### config.mk
export PLATFORM = sky130hd
export DESIGN_NAME = voice_allocator_flat
export DESIGN_NICKNAME = d
export VERILOG_FILES = /design/src/rtl/voice_allocator_if.sv /design/src/rtl/voice_allocator.sv /design/src/flat_wrapper.sv
export SDC_FILE = /design/constraint.sdc
export NUM_CORES = 1
export LEC_CHECK = 0
export ABC_AREA = 1
export CAP_MARGIN = 20
export CELL_PAD_IN_SITES_DETAIL_PLACEMENT = 0
export CELL_PAD_IN_SITES_GLOBAL_PLACEMENT = 1
export CORE_MARGIN = 3
export CORE_UTILIZATION = 43
export DETAILED_ROUTE_END_ITERATION = 10
export PLACE_DENSITY = 0.92
export REMOVE_ABC_BUFFERS = 1
export SYNTH_ARGS = -nofsm -noshare
export SYNTH_HDL_FRONTEND = slang
export SYNTH_SLANG_ARGS = --single-unit
### constraint.sdc
create_clock -name clk -period 4 [get_ports clk]
set_clock_uncertainty 0.2 [all_clocks]
set_input_delay 0.4 -clock clk [delete_from_list [all_inputs] [get_ports clk]]
set_output_delay 0.4 -clock clk [all_outputs]
set_load 0.05 [all_outputs]
### src/rtl/voice_allocator_if.sv
// Note-event handshake between the control decoder (master) and the voice allocator (slave).
interface voice_allocator_if #(
    parameter int unsigned NOTE_BITS = 7
);
    logic                 ev_valid;
    logic                 ev_ready;
    logic                 ev_on;
    logic [NOTE_BITS-1:0] ev_note;

    modport master (output ev_valid, output ev_on, output ev_note, input ev_ready);
    modport slave  (input ev_valid, input ev_on, input ev_note, output ev_ready);
endinterface

### src/rtl/voice_allocator.sv
// Polyphonic note scheduler: allocates note-on/off events to NVOICES envelope voices.
// Priority for note-on: retrigger a matching gated voice, else free, else releasing,
// else steal the oldest gated voice.
// Optional feature: define SUSTAIN_PEDAL_EN to add the sustain pedal input and held flags.
module voice_allocator #(
    parameter int unsigned NVOICES   = 4,
    parameter int unsigned NOTE_BITS = 7,
    parameter int unsigned AGE_BITS  = 8
) (
    input  logic                         clk,
    input  logic                         rst,
    voice_allocator_if.slave             ev,
    input  logic [NVOICES-1:0]           voice_active,
`ifdef SUSTAIN_PEDAL_EN
    input  logic                         pedal,
`endif
    output logic [NVOICES-1:0]           gate,
    output logic [NVOICES*NOTE_BITS-1:0] voice_note,
    output logic                         steal
);

    localparam int unsigned IDX_BITS = (NVOICES > 1) ? $clog2(NVOICES) : 1;
    localparam logic [IDX_BITS-1:0] LAST_IDX = IDX_BITS'(NVOICES - 1);

    typedef enum logic [1:0] {IDLE, SCAN, COMMIT, RETRIG} state_t;

    state_t               state;
    logic                 ready_q;
    logic [IDX_BITS-1:0]  idx;
    logic                 ev_on_q;
    logic [NOTE_BITS-1:0] ev_note_q;
    logic                 match_found;
    logic [IDX_BITS-1:0]  match_idx;
    logic                 free_found;
    logic [IDX_BITS-1:0]  free_idx;
    logic                 rel_found;
    logic [IDX_BITS-1:0]  rel_idx;
    logic [IDX_BITS-1:0]  old_idx;
    logic [AGE_BITS-1:0]  old_age;
    logic [IDX_BITS-1:0]  target_q;
    logic [AGE_BITS-1:0]  stamp [NVOICES];
    logic [AGE_BITS-1:0]  stamp_cnt;
`ifdef SUSTAIN_PEDAL_EN
    logic [NVOICES-1:0]   held;
    logic                 pedal_q;
`endif

    logic [NOTE_BITS-1:0] scan_note_c;
    logic [AGE_BITS-1:0]  scan_age_c;
    logic [IDX_BITS-1:0]  target_c;

    assign ev.ev_ready = ready_q;

    // Per-scan-step view of the voice under examination and the note-on target choice.
    always_comb begin
        scan_note_c = voice_note[idx*NOTE_BITS +: NOTE_BITS];
        scan_age_c  = AGE_BITS'(stamp_cnt - stamp[idx]);
        if (match_found)     target_c = match_idx;
        else if (free_found) target_c = free_idx;
        else if (rel_found)  target_c = rel_idx;
        else                 target_c = old_idx;
    end

    // Allocation FSM with all outputs and voice state registered.
    always_ff @(posedge clk) begin
        if (rst) begin
            state       <= IDLE;
            ready_q     <= 1'b1;
            idx         <= '0;
            ev_on_q     <= 1'b0;
            ev_note_q   <= '0;
            match_found <= 1'b0;
            match_idx   <= '0;
            free_found  <= 1'b0;
            free_idx    <= '0;
            rel_found   <= 1'b0;
            rel_idx     <= '0;
            old_idx     <= '0;
            old_age     <= '0;
            target_q    <= '0;
            stamp_cnt   <= '0;
            gate        <= '0;
            voice_note  <= '0;
            steal       <= 1'b0;
            for (int i = 0; i < int'(NVOICES); i++) stamp[i] <= '0;
`ifdef SUSTAIN_PEDAL_EN
            held        <= '0;
            pedal_q     <= 1'b0;
`endif
        end else begin
            steal <= 1'b0;
`ifdef SUSTAIN_PEDAL_EN
            // Pedal release drops every held voice, independent of FSM state.
            pedal_q <= pedal;
            if (pedal_q && !pedal) begin
                for (int i = 0; i < int'(NVOICES); i++) begin
                    if (held[i]) begin
                        gate[i] <= 1'b0;
                        held[i] <= 1'b0;
                    end
                end
            end
`endif
            case (state)
                IDLE: begin
                    if (ev.ev_valid) begin
                        ev_on_q     <= ev.ev_on;
                        ev_note_q   <= ev.ev_note;
                        idx         <= '0;
                        match_found <= 1'b0;
                        free_found  <= 1'b0;
                        rel_found   <= 1'b0;
                        old_idx     <= '0;
                        old_age     <= '0;
                        ready_q     <= 1'b0;
                        state       <= SCAN;
                    end
                end
                SCAN: begin
                    if (!match_found && gate[idx] && scan_note_c == ev_note_q) begin
                        match_found <= 1'b1;
                        match_idx   <= idx;
                    end
                    if (!free_found && !gate[idx] && !voice_active[idx]) begin
                        free_found <= 1'b1;
                        free_idx   <= idx;
                    end
                    if (!rel_found && !gate[idx] && voice_active[idx]) begin
                        rel_found <= 1'b1;
                        rel_idx   <= idx;
                    end
                    // Strict compare keeps the lowest index on equal ages.
                    if (idx == '0 || scan_age_c > old_age) begin
                        old_age <= scan_age_c;
                        old_idx <= idx;
                    end
                    if (idx == LAST_IDX) state <= COMMIT;
                    else                 idx   <= idx + 1'b1;
                end
                COMMIT: begin
                    if (!ev_on_q) begin
                        for (int i = 0; i < int'(NVOICES); i++) begin
                            if (gate[i] && voice_note[i*NOTE_BITS +: NOTE_BITS] == ev_note_q) begin
`ifdef SUSTAIN_PEDAL_EN
                                if (pedal) begin
                                    held[i] <= 1'b1;
                                end else begin
                                    gate[i] <= 1'b0;
                                    held[i] <= 1'b0;
                                end
`else
                                gate[i] <= 1'b0;
`endif
                            end
                        end
                        ready_q <= 1'b1;
                        state   <= IDLE;
                    end else begin
                        voice_note[target_c*NOTE_BITS +: NOTE_BITS] <= ev_note_q;
                        stamp[target_c] <= stamp_cnt;
                        stamp_cnt       <= stamp_cnt + 1'b1;
                        target_q        <= target_c;
`ifdef SUSTAIN_PEDAL_EN
                        held[target_c]  <= 1'b0;
`endif
                        if (gate[target_c]) begin
                            // Force one low cycle so the envelope restarts.
                            gate[target_c] <= 1'b0;
                            steal          <= !match_found;
                            state          <= RETRIG;
                        end else begin
                            gate[target_c] <= 1'b1;
                            ready_q        <= 1'b1;
                            state          <= IDLE;
                        end
                    end
                end
                RETRIG: begin
                    gate[target_q] <= 1'b1;
                    ready_q        <= 1'b1;
                    state          <= IDLE;
                end
                default: begin
                    ready_q <= 1'b1;
                    state   <= IDLE;
                end
            endcase
        end
    end

endmodule

### src/flat_wrapper.sv
// flat-port wrapper written by rule: the top's interface ports become plain ports
module voice_allocator_flat 
#(
    parameter int unsigned NVOICES   = 4,
    parameter int unsigned NOTE_BITS = 7,
    parameter int unsigned AGE_BITS  = 8
)
  (clk, rst, voice_active, gate, voice_note, steal, ev_ev_valid, ev_ev_on, ev_ev_note, ev_ev_ready);
  voice_allocator_if #(.NOTE_BITS(NOTE_BITS)) ev_i ();
  input  logic clk;
  input  logic rst;
  input  logic [NVOICES-1:0] voice_active;
  output logic [NVOICES-1:0] gate;
  output logic [NVOICES*NOTE_BITS-1:0] voice_note;
  output logic steal;
  input wire logic [$bits(ev_i.ev_valid)-1:0] ev_ev_valid;
  input wire logic [$bits(ev_i.ev_on)-1:0] ev_ev_on;
  input wire logic [$bits(ev_i.ev_note)-1:0] ev_ev_note;
  output wire logic [$bits(ev_i.ev_ready)-1:0] ev_ev_ready;
  assign ev_i.ev_valid = ev_ev_valid;
  assign ev_i.ev_on = ev_ev_on;
  assign ev_i.ev_note = ev_ev_note;
  assign ev_ev_ready = ev_i.ev_ready;
  voice_allocator #(.NVOICES(NVOICES), .NOTE_BITS(NOTE_BITS), .AGE_BITS(AGE_BITS)) u_core (.clk(clk), .rst(rst), .ev(ev_i), .voice_active(voice_active), .gate(gate), .voice_note(voice_note), .steal(steal));
endmodule
==> run summary <==
run status - finished, final reports clean
pre-CTS setup slack - 0.372 ns
diode count - 0
Rows - 43
Die W - 126 um
gpl congestion - 0.873
HPWL after detailed placement - 11600 um
Placement Cell Area - 0.00673 mm^2
Data required, critical path - 4.02 ns
fillers - 1391
Final Worst Setup Slack - 0.494 ns
Max stage delay on crit path - 0.39 ns
switching share of power - 33.1%
Critical Path Start Type - register
Layout Nets - 925
wire per inst - 15.1 um
Hold Startpoint - u_core.ev.ev_ready$_SDFFE_PP1P_
final worst path period share - 87.7%
Worst VDD drop - 0.254 mV
Hold WC Path Type - register to register
Worst path top cell family by delay - simple AND/OR/NAND/NOR gates
Cell variety after synth - 45
first-pass GRT wire length - 26800 um
initial antenna violation count - 0
final setup violating endpoints - 0
WHS - 0.274 ns
number of buffers inserted by port buffering - 48
Avg Vias per Cell - 5.25
Pwr Total - 2750 uW
Hold Path Depth - 2
final max-slew violation count - 0
WP data arrival - 3.53 ns
CTS max path bufs - 2
CTS tree - built
ANT nets after route - 0
CTS root buf - clkbuf_16
Register-to-Register Path Depth - 20
Worst-Skew Late Latency - 0.36 ns
Logic pwr share - 23.4%
RSZ-0062 raised after global routing - no
All-Layer GR Usage - 21.0%
CP most frequent cell - nand2_1
Worst-path clk slew - 0.07 ns
final hold violations - 0
max-cap violations - 0
Lkg Pwr - 0.00264 uW
switching pwr - 910 uW
drt drc - 0
vias in the first global route - 5268
total CTS buffers - 9
Core ar. - 0.0139 mm^2
crit-path cells - clkinvlp_4, a32o_1, ha_1, inv_1, nor3_1, nand2_1, nand3_1, inv_1, nand2_1, nand2_1, ha_1, nand2_1, nor2_1, nand2_1, nand2_1, nand2_1, nand2_2, nand2_2, nand3_1, a21oi_1
DR pass1 iterations - 7
Max Freq - 285 MHz
area delta synth->final - 14.3%
share of cells above drive strength 1 - 7.97%
Yosys warning total - 0
full die area - 0.0158 mm^2
mapped cell area - 0.00614 mm^2
Reg2Reg Capture Point - u_core.old_age[4]$_SDFFE_PP0P_
Slowest-stage cell, CP - dfxtp_1
WL final - 16100 um
Slew HR - 55.6%
CTS H-tree depth - 3
syn_area_per_cell - 7.20 um^2
reg-to-reg slack, setup - 0.49 ns
min Tclk post-route - 3.51 ns
PwrDens - 391 mW/mm^2
Setup TNS - 0 ns
post-CTS setup buffers - 0
Crit. End Element - register
hold_buf cts - 0
sequential-to-total area share from yosys stat - 40.7%
Final Cell Area - 0.00702 mm^2
crit path buf inv count - 3
Starting Density - 44.1%
Worst Hold Path EP - u_core.ev.ev_ready$_SDFFE_PP1P_
# clock sinks - 109
Sequential Power Share - 44.8%
die height - 126 um
# IOs - 49
largest net degree at the start of global routing - 31
via count - 5618
synthesized instance count - 853
WS Path Type - register to register
Int Pwr - 1840 uW
synthesized flop and latch total - 109
crit-path max FO - 14
Initial DRC Count - 408
Clock power frac - 31.8%
gr ovfl total - 0
Least-Margin Pin Slew - 0.664 ns
-- registers in the layout, summed over array words and instances (netlist names), 2 cells and up, named ones only --
register	cells
u_core.old_age	8
u_core.stamp_cnt	8
u_core.state	2
u_core.idx	2
u_core.old_idx	2
u_core.voice_note	28
u_core.rel_idx	2
u_core.free_idx	2
u_core.stamp	32
u_core.match_idx	2
u_core.gate	4
u_core.target_q	2
u_core.ev_note_q	7
-- power groups by stage --
stage / clock, uW / combinational (uW) / sequential (uW)
floorplan: 0 / 447 / 1260
global placement: 0 / 633 / 1250
detailed placement: 0 / 640 / 1250
CTS: 899 / 644 / 1230
global route: 942 / 735 / 1240
finish: 875 / 644 / 1230
-- layer usage --
layer	wire (um)	track usage (%)	vias up
li1	-	-	2867
met1	7290	28.6	2578
met2	7700	34.6	151
met3	800	2.52	22
met4	332	7.59	0
met5	0	0	-
-- synth_stat cells, drive strengths merged --
cell type / count / area [um^2]
xor2: 1 / 8.76
o22ai: 8 / 50.1
edfxtp: 32 / 961
ha: 23 / 288
clkbuf: 14 / 53.8
o31ai: 1 / 7.51
buf: 18 / 106
a21o: 1 / 7.51
a32o: 6 / 60.1
dfxtp: 77 / 1540
fa: 1 / 20.0
a21oi: 82 / 422
clkinv: 1 / 3.75
o21ai: 22 / 114
nand3b: 1 / 7.51
nor3: 5 / 46.3
xnor2: 8 / 70.1
nand4: 13 / 96.3
a211oi: 2 / 15.0
o211ai: 3 / 22.5
or2: 11 / 68.8
nor2: 104 / 444
inv: 83 / 312
nand3: 84 / 440
o21a: 2 / 15.0
nand2: 250 / 963
-- timing repair --
action / 4_1_cts / 5_1_grt
gates resized for setup: 0 / 3
hold endpoints to repair: 0 / 0
setup endpoints to repair: 0 / 10
-- cells by family (layout without fill, tap and decap cells) --
family / after synthesis / after routing / share of synthesized area (%)
flip-flops: 109 / 109 / 40.7
XOR/XNOR: 9 / 9 / 1.28
AO/OA/AOI/OAI: 127 / 127 / 11.6
AND/OR/NAND/NOR: 468 / 468 / 33.6
buffers and inverters: 116 / 154 / 7.74
adder cells (fa/ha/maj): 24 / 24 / 5.01
-- layout make-up --
class	instances	area [um^2]	share of cell area, %
well taps	180	225	3.21
inverters	84	323	4.60
multi-input cells	628	3170	45.1
repair buffers	54	520	7.41
clock inverters	6	53.8	0.766
clock buffers	10	229	3.26
flip-flops and latches	109	2500	35.6
-- worst reg2reg max path, cell delays in order, from the launching register on --
cell and delay (ns):
dfxtp_1 0.39, clkinvlp_4 0.24, a32o_1 0.33, ha_1 0.37, inv_1 0.08, nor3_1 0.20, nand2_1 0.07, nand3_1 0.10
inv_1 0.05, nand2_1 0.05, nand2_1 0.08, ha_1 0.30, nand2_1 0.07, nor2_1 0.14, nand2_1 0.07, nand2_1 0.05
nand2_1 0.06, nand2_2 0.16, nand2_2 0.18, nand3_1 0.12, a21oi_1 0.06
-- stage by stage --
stage / instances / util, %
5_1_grt: 1071 / 50.4
6_report: 1071 / 50.4
3_5_place_dp: 1055 / 48.3
4_1_cts: 1071 / 50.3
3_3_place_gp: 1055 / 48.3
2_1_floorplan: 821 / -
-- how the worst max path moves through the flow --
stage | from | to | cells past startpoint
after floorplan | register | u_core.old_idx[1]$_SDFFE_PP0P_ | 21
after global routing | register | u_core.old_idx[1]$_SDFFE_PP0P_ | 21
final | register | u_core.old_age[4]$_SDFFE_PP0P_ | 20
after CTS | register | u_core.old_age[4]$_SDFFE_PP0P_ | 20
after global placement | register | u_core.old_idx[1]$_SDFFE_PP0P_ | 21
after detailed placement | register | u_core.old_age[4]$_SDFFE_PP0P_ | 21
-- cells in the final DEF, fill, tap and decap left out, types with 3 or more instances in the layout --
cell             instances
clkbuf_16                9
inv_1                   69
nand3_1                 80
o21ai_0                 17
o22ai_1                  8
a21oi_1                 81
nor2_1                  94
inv_2                   12
or2_1                    4
or2_2                    6
nand4_1                 12
clkdlybuf4s50_1         47
nand2_2                  8
edfxtp_1                32
o21ai_1                  4
buf_4                    6
nor2_4                   3
ha_1                    23
a32o_1                   6
o211ai_1                 3
nand2_1                241
clkinvlp_4               3
nor2_2                   6
nand3_2                  4
dfxtp_1                 77
xnor2_1                  8
Note: power is estimated with default switching activity, not from simulation.
